--- src/rtl/imem_loader.sv ---
// imem_loader: framed byte-stream loader for the instruction memory.
// Holds the CPU in reset while it loads and verifies the XOR checksum.
module imem_loader #(
  parameter int ADDR_W = 7
) (
  input  logic              clock,
  input  logic              reset,
  input  logic              start,
  input  logic              byte_valid,
  input  logic [7:0]        byte_data,
  output logic              byte_ready,
  output logic              wr_en,
  output logic [ADDR_W-1:0] wr_addr,
  output logic [31:0]       wr_data,
  output logic              cpu_hold,
  output logic              busy,
  output logic              done,
  output logic              error,
  output logic [ADDR_W:0]   word_count
);

  typedef enum logic [2:0] {
    S_IDLE, S_LEN_HI, S_LEN_LO, S_DATA,
    S_WRITE, S_CHECK, S_DONE, S_ERROR
  } state_t;

  localparam logic [16:0] DEPTH = 17'(1) << ADDR_W;

  state_t            state_q;
  logic [7:0]        len_hi_q;
  logic [15:0]       len_q;
  logic [31:0]       word_q;
  logic [1:0]        idx_q;
  logic [7:0]        acc_q;
  logic              wr_en_q;
  logic [ADDR_W-1:0] wr_addr_q;
  logic [31:0]       wr_data_q;
  logic              hold_q;
  logic              busy_q;
  logic              done_q;
  logic              error_q;
  logic [ADDR_W:0]   cnt_q;

  logic              xfer;
  logic [15:0]       len_d;
  logic [31:0]       word_d;
  logic [ADDR_W:0]   cnt_d;

  // Ready is a pure decode of the registered state.
  assign byte_ready = (state_q == S_LEN_HI) | (state_q == S_LEN_LO) |
                      (state_q == S_DATA)   | (state_q == S_CHECK);
  assign xfer   = byte_valid & byte_ready;
  assign len_d  = {len_hi_q, byte_data};
  assign word_d = {word_q[23:0], byte_data};
  assign cnt_d  = cnt_q + 1'b1;

  assign wr_en      = wr_en_q;
  assign wr_addr    = wr_addr_q;
  assign wr_data    = wr_data_q;
  assign cpu_hold   = hold_q;
  assign busy       = busy_q;
  assign done       = done_q;
  assign error      = error_q;
  assign word_count = cnt_q;

  // Loader FSM with all outputs registered.
  always_ff @(posedge clock) begin
    if (reset) begin
      state_q   <= S_IDLE;
      len_hi_q  <= '0;
      len_q     <= '0;
      word_q    <= '0;
      idx_q     <= '0;
      acc_q     <= '0;
      wr_en_q   <= 1'b0;
      wr_addr_q <= '0;
      wr_data_q <= '0;
      hold_q    <= 1'b0;
      busy_q    <= 1'b0;
      done_q    <= 1'b0;
      error_q   <= 1'b0;
      cnt_q     <= '0;
    end else begin
      wr_en_q <= 1'b0;
      unique case (state_q)
        S_IDLE, S_DONE, S_ERROR: begin
          if (start) begin
            state_q <= S_LEN_HI;
            done_q  <= 1'b0;
            error_q <= 1'b0;
            cnt_q   <= '0;
            acc_q   <= '0;
            idx_q   <= '0;
            hold_q  <= 1'b1;
            busy_q  <= 1'b1;
          end
        end
        S_LEN_HI: begin
          if (xfer) begin
            len_hi_q <= byte_data;
            state_q  <= S_LEN_LO;
          end
        end
        S_LEN_LO: begin
          if (xfer) begin
            len_q <= len_d;
            if (len_d == '0 || {1'b0, len_d} > DEPTH) begin
              state_q <= S_ERROR;
              error_q <= 1'b1;
              busy_q  <= 1'b0;
            end else begin
              state_q <= S_DATA;
              idx_q   <= '0;
            end
          end
        end
        S_DATA: begin
          if (xfer) begin
            word_q <= word_d;
            acc_q  <= acc_q ^ byte_data;
            idx_q  <= idx_q + 1'b1;
            if (idx_q == 2'd3) begin
              state_q   <= S_WRITE;
              wr_en_q   <= 1'b1;
              wr_addr_q <= cnt_q[ADDR_W-1:0];
              wr_data_q <= word_d;
            end
          end
        end
        S_WRITE: begin
          cnt_q   <= cnt_d;
          state_q <= (16'(cnt_d) == len_q) ? S_CHECK : S_DATA;
        end
        S_CHECK: begin
          if (xfer) begin
            busy_q <= 1'b0;
            if (byte_data == acc_q) begin
              state_q <= S_DONE;
              done_q  <= 1'b1;
              hold_q  <= 1'b0;
            end else begin
              state_q <= S_ERROR;
              error_q <= 1'b1;
            end
          end
        end
        default: state_q <= S_IDLE;
      endcase
    end
  end

endmodule

--- config.mk ---
export PLATFORM = sky130hd
export DESIGN_NAME = imem_loader
export DESIGN_NICKNAME = d
export VERILOG_FILES = /design/src/rtl/imem_loader.sv
export SDC_FILE = /design/constraint.sdc
export NUM_CORES = 1
export LEC_CHECK = 0
export ABC_AREA = 1
export CAP_MARGIN = 20
export CELL_PAD_IN_SITES_DETAIL_PLACEMENT = 2
export CELL_PAD_IN_SITES_GLOBAL_PLACEMENT = 2
export CORE_ASPECT_RATIO = 0.75
export CORE_MARGIN = 3
export CORE_UTILIZATION = 31
export CTS_CLUSTER_SIZE = 30
export DETAILED_ROUTE_END_ITERATION = 16
export HOLD_SLACK_MARGIN = 0.12
export MAX_ROUTING_LAYER = met4
export PLACE_DENSITY = 0.8
export SYNTH_ARGS = -nofsm -noshare
export SYNTH_HDL_FRONTEND = slang
export SYNTH_SLANG_ARGS = --single-unit
--- constraint.sdc ---
create_clock -name clock -period 1.8 [get_ports clock]
set_clock_uncertainty 0.1 [all_clocks]
set_input_delay 0.18 -clock clock [delete_from_list [all_inputs] [get_ports clock]]
set_output_delay 0.18 -clock clock [all_outputs]
set_load 0.05 [all_outputs]
* Yosys cells after proc, flatten, opt, wreduce, memory -nomap -nowiden
Cells that the tools add are included.
** Word-level totals
- Bits in registers :: 113
- Input port bits :: 12
- Output and inout bits :: 53
- Logic and storage cells :: 102
** Cells by class
- Add/sub/neg operators :: 2
- Order comparisons :: 1
- Equal/unequal tests :: 20
- Muxes and demuxes :: 37
- Bitwise gates (word level) :: 7
- Reductions and logical operators :: 21
** Operator list (count)
- 8-bit one-hot mux with 2 select lines :: 2
- 3-bit two-way mux :: 8
- 3-bit one-hot mux with 6 select lines :: 1
- 8-bit by 16-bit == test with 1-bit output :: 1
- 16-bit by 8-bit > comparator with 1-bit output, second input constant :: 1
- 16-bit logical NOT :: 1
- 8-bit two-way mux :: 2
- 1-bit two-way mux :: 15
- 2-bit inequality test, second input constant :: 7
- 3-bit == test, second input constant :: 4
- 6-bit AND reduction :: 2
- 5-bit AND reduction :: 2
- 8-bit by 1-bit adder with 8-bit output, second input constant :: 1
- 8-bit == test :: 1
- 2-bit two-way mux :: 4
- 2-bit AND reduction :: 4
- 8-bit XOR :: 1
- 3-bit by 2-bit == test with 1-bit output, second input constant :: 2
- 2-bit by 1-bit inequality test with 1-bit output, second input constant :: 3
- 1-bit one-hot mux with 3 select lines :: 2
- 2-bit one-hot mux with 3 select lines :: 1
- 3-bit AND reduction :: 2
- 2-bit nonzero test :: 3
- 3-bit nonzero test :: 2
- other kinds (11) :: 16

* Depth between registers and ports, before layout
- Word-level depth :: 7
- Depth in mapped cells :: 14
- Depth with buffers taken out :: 14

* Worst setup path before layout
No wires, ideal clock.
- Kind :: register to register
- Start point :: register cnt_q[1], in the netlist word_count[1]
- End point :: register state_q[2]
- Setup time :: 0.070 ns
- Arrival :: 1.885 ns
- Required time :: 1.630 ns
- Slack :: -0.256 ns
- Cell stages (with the launch flop) :: 14
- Path buffers :: 0
- Period minus slack after synthesis :: 2.056 ns
- Cell sequence :: dfxtp_1 > ha_1 > nand2_1 > nor2_1 > nand2_1 > nand3_1 > nand2_1 > nor2_1 > nand2_1 > nor2_1 > nand3_1 > nand2_1 > nand2_1 > a21oi_1
** On the way
- Cells in the longest elaborated chain, start to end :: 4
** Ends and longest elaborated chain
- start, declared :: RTL line 42 : logic [ADDR_W:0] cnt_q;
- start signal, assigned :: RTL line 131 : cnt_q <= cnt_d;
- 8-bit by 1-bit adder with 8-bit output :: RTL line 55 : assign cnt_d = cnt_q + 1'b1;
- 8-bit by 16-bit == test with 1-bit output :: RTL line 132 : state_q <= (16'(cnt_d) == len_q) ? S_CHECK : S_DATA;
- 3-bit two-way mux :: RTL line 132
- 3-bit one-hot mux with 6 select lines :: RTL line 85 : unique case (state_q)
- end signal, assigned :: RTL line 132
- end, declared :: RTL line 29 : state_t state_q;
No other way between the ends.
A chain may end at the register's enable or synchronous reset.

* Final worst setup path
- Start point :: register state_q[1]
- End point :: register state_q[2]
** On the way
- Cells in the longest elaborated chain, start to end :: 7
- Elaborated cells between the ends (all ways) :: 21
- Classes of those cells :: eq/ne (13); mux (1); bitwise (4); reduce/logical (3)
** Ends and longest elaborated chain
- 3-bit by 1-bit == test with 1-bit output / 3-bit by 2-bit == test with 1-bit output (equally long branches) :: RTL line 50, 85
- 1-bit OR (2 in series) :: RTL line 50 : assign byte_ready = (state_q == S_LEN_HI) | (state_q == S_LEN_LO) |
- 1-bit OR :: RTL line 51 : (state_q == S_DATA) | (state_q == S_CHECK);
- 1-bit bitwise AND :: RTL line 52 : assign xfer = byte_valid & byte_ready;
- 2-bit inequality test (no source line)
- 6-bit AND reduction (no source line)
Parallel ways exist; a longest one is shown, timed or not.

==> results.toml <==
[status]
status = "complete, but fails checks"
failed_checks = "setup timing"

[route]
drc = 0
detail-route-antenna-nets = 0
wire_per_inst_microns = 20.6
route.vias.total = 4830
viasPerCell = 5.13
firstDrtPassIters = 4
routed_wl_microns = 19400
drtIter0Drc = 211

[global_routing]
antenna_found_initial = 0
grt_pass1_wl_microns = 29000
grt.overflow.total = 0
grt_max_degree = 65
grt_usage_pct = 23.0
grt_pass1_vias = 5280

[place]
place_area_sq_mm = 0.00573
pre_cts_ws_ns = -0.243
dp_hpwl_microns = 11800
io_buffers = 64
gp_congestion = 0.857

[timing]
grt_setup_unrepaired = "true"
hold_ws_ns = 0.348
slew_viol_final = 0
final-hold-violation-count = 0
fin_tns_setup_ns = -0.101
timing.final.ws_setup_ns = -0.0579
setup_viol = 3
fin_crit_sh_pct = 103
worstMarginPinSlew_ns = 0.533
slew_headroom_pct = 64.6
max_freq_mhz = 538
period_needed_ns = 1.86

[final_layout]
synthToLayoutAreaGrowth_pct = 43.0
nets = 744
diodes = 0
fin_area_sq_mm = 0.00672
drive_gt1_share_pct = 26.3
num-fill-cells = 1638

[synth]
ys_seq_area_share_pct = 48.2
synth_area_leaders = "dfxtp_1, o21ai_0, a21oi_1, nand2_1, inv_1"
synthDistinctLibCells = 32
netlist.area_leader.share_pct = 48.2
ys_ff_latch = 113
syn_area_sq_mm = 0.00470
syn_inst = 624
syn_area_per_cell_sq_um = 7.53
yosysWarnings = 0
yosys.area.top_type = "dfxtp_1"
syn_nets = 639

[clock_network]
holdBufCountCts = 0
cts-buffers-inserted = 17
cts_buffer_depth = 2
insertion_delay_ns = 0.41
clk_pin_slew_ns = 0.06
cts_tree = "built"
ctsHtreeMaxLevel = 4
cts.sinks = 113
clock-root-buffer = "clkbuf_16"

[die]
io_pins = 65
start_util_pct = 32.1
die_y_microns = 113
core_area_sq_mm = 0.0146
rows = 38
design.die.area_sq_mm = 0.0167
die_x_microns = 148

[power_and_ir_drop]
p_leak_nw = 2.86
powerDensity_mw_per_mm2 = 1170
vdd_drop_max_mv = 0.822

[worst_setup_path]
worstPathArrival_ns = 2.10
crit_path_start_kind = "register"
cp-end-kind = "register"
crit_fanout = 10
crit_type = "register to register"
crit_required_ns = 2.04

[flow_run]
max_cap_viol_count = 0

[min_path]
hold_class = "register to register"
## registers in the layout (all words and copies together), names as in the netlist
register and flops:
acc_q 8, busy 1, cpu_hold 1, done 1, error 1, idx_q 2
len_hi_q 8, len_q 16, state_q 3, word_count 8, word_q 24, wr_addr 7
wr_data 32, wr_en 1
## worst max-delay path, cell delays in order, from the launching register on
cell and delay [ns]:
dfxtp_4 0.37, inv_2 0.09, nand2_1 0.11, nor2_1 0.38, buf_4 0.29, nand3_1 0.14, nand2_2 0.11, nand2_2 0.07
a21oi_2 0.12
## layer usage
metal  track usage, %  up-vias  part of all wire, %
met4             7.63        0                  2.3
li1                 -     2267                    -
met2             39.2      121                   50
met3             5.00       32                  3.7
met5                -        -                    0
met1             27.1     2410                   44
## logic make-up (layout without fill, tap and decap cells)
group	Yosys count	count (layout)	synth area share, %
AO/OA/AOI/OAI	187	187	20.5
XOR/XNOR	9	9	1.68
adder cells (fa/ha/maj)	3	3	0.799
buffers and inverters	100	218	8.60
flip-flops	113	113	48.2
AND/OR/NAND/NOR	212	212	20.3
## Yosys cell counts
master / number
nand2_1: 86
buf_2: 12
xnor2_1: 5
xor2_1: 4
nand3_1: 45
nand2_2: 2
buf_4: 3
inv_1: 62
and3_1: 1
inv_2: 8
nor3_1: 4
o21ai_1: 12
nor3b_1: 1
nor2_2: 3
dfxtp_1: 113
ha_1: 3
o211a_1: 4
nand3_2: 1
o211ai_1: 1
nand4_1: 1
nand3b_1: 1
nor2_1: 60
or2_2: 1
o21ai_0: 85
nand2_4: 2
a21oi_1: 84
inv_4: 1
a211oi_1: 1
buf_1: 1
nor2_4: 2
nor2_8: 2
clkbuf_1: 13
## power breakdown
part	total (W)	internal [W]	switching, W
Sequential	0.00276	0.00264	0.000123
Clock	0.00371	0.00248	0.00124
Combinational	0.00137	0.000485	0.000882
Total	0.00784	0.00560	0.00224
## worst paths after layout
check	start	end	slack (ns)	depth (start not counted)
max	state_q[1]	state_q[2]	-0.06	8
min	word_q[19]	wr_data[27]	0.35	2
max reg2reg	state_q[1]	state_q[2]	-0.06	8
min reg2reg	word_q[19]	wr_data[27]	0.35	2
## what timing repair did
| action | CTS | global route |
|---|---|---|
| endpoints found under the setup margin | 72 | 51 |
| pin swaps | 2 | 17 |
| gates resized for setup | 40 | 59 |
| cloned | 0 | 2 |
| buffers inserted | 2 | 5 |
## area by class of cell
type                            instances  area (sq um)  share of cell area, %
Inverter                               71           292                   4.34
Sequential cell                       113          2280                   34.0
Clock buffer                           21           480                   7.15
Multi-Input combinational cell        411          2240                   33.3
Tap cell                              200           250                   3.73
Clock inverter                         11           174                   2.59
Timing Repair Buffer                  115          1000                   14.9
## metrics by stage
step / utilization (%) / power (W) / instances
floorplan: - / 0.00346 / 624
global placement: 39.1 / 0.00385 / 901
detailed placement: 39.1 / 0.00394 / 901
CTS: 44.1 / 0.00777 / 935
global route: 45.9 / 0.00814 / 942
finish: 45.9 / 0.00784 / 942
## placed cells by master (no fill, tap or decap), types with 5 or more instances in the layout
cell type | netlist | routed
nor2_4 | 2 | 9
clkbuf_16 | 0 | 19
nand2_2 | 2 | 14
nand3_1 | 45 | 38
nand2_1 | 86 | 72
a21oi_1 | 84 | 80
o21ai_0 | 85 | 68
o21ai_1 | 12 | 28
nor2_1 | 60 | 51
inv_2 | 8 | 7
dlygate4sd2_1 | 0 | 13
buf_4 | 3 | 82
clkdlybuf4s50_1 | 0 | 11
nor2_2 | 3 | 5
nand3_2 | 1 | 7
inv_1 | 62 | 59
dfxtp_1 | 113 | 105
No activity file was read; power rests on OpenSTA's default activity.
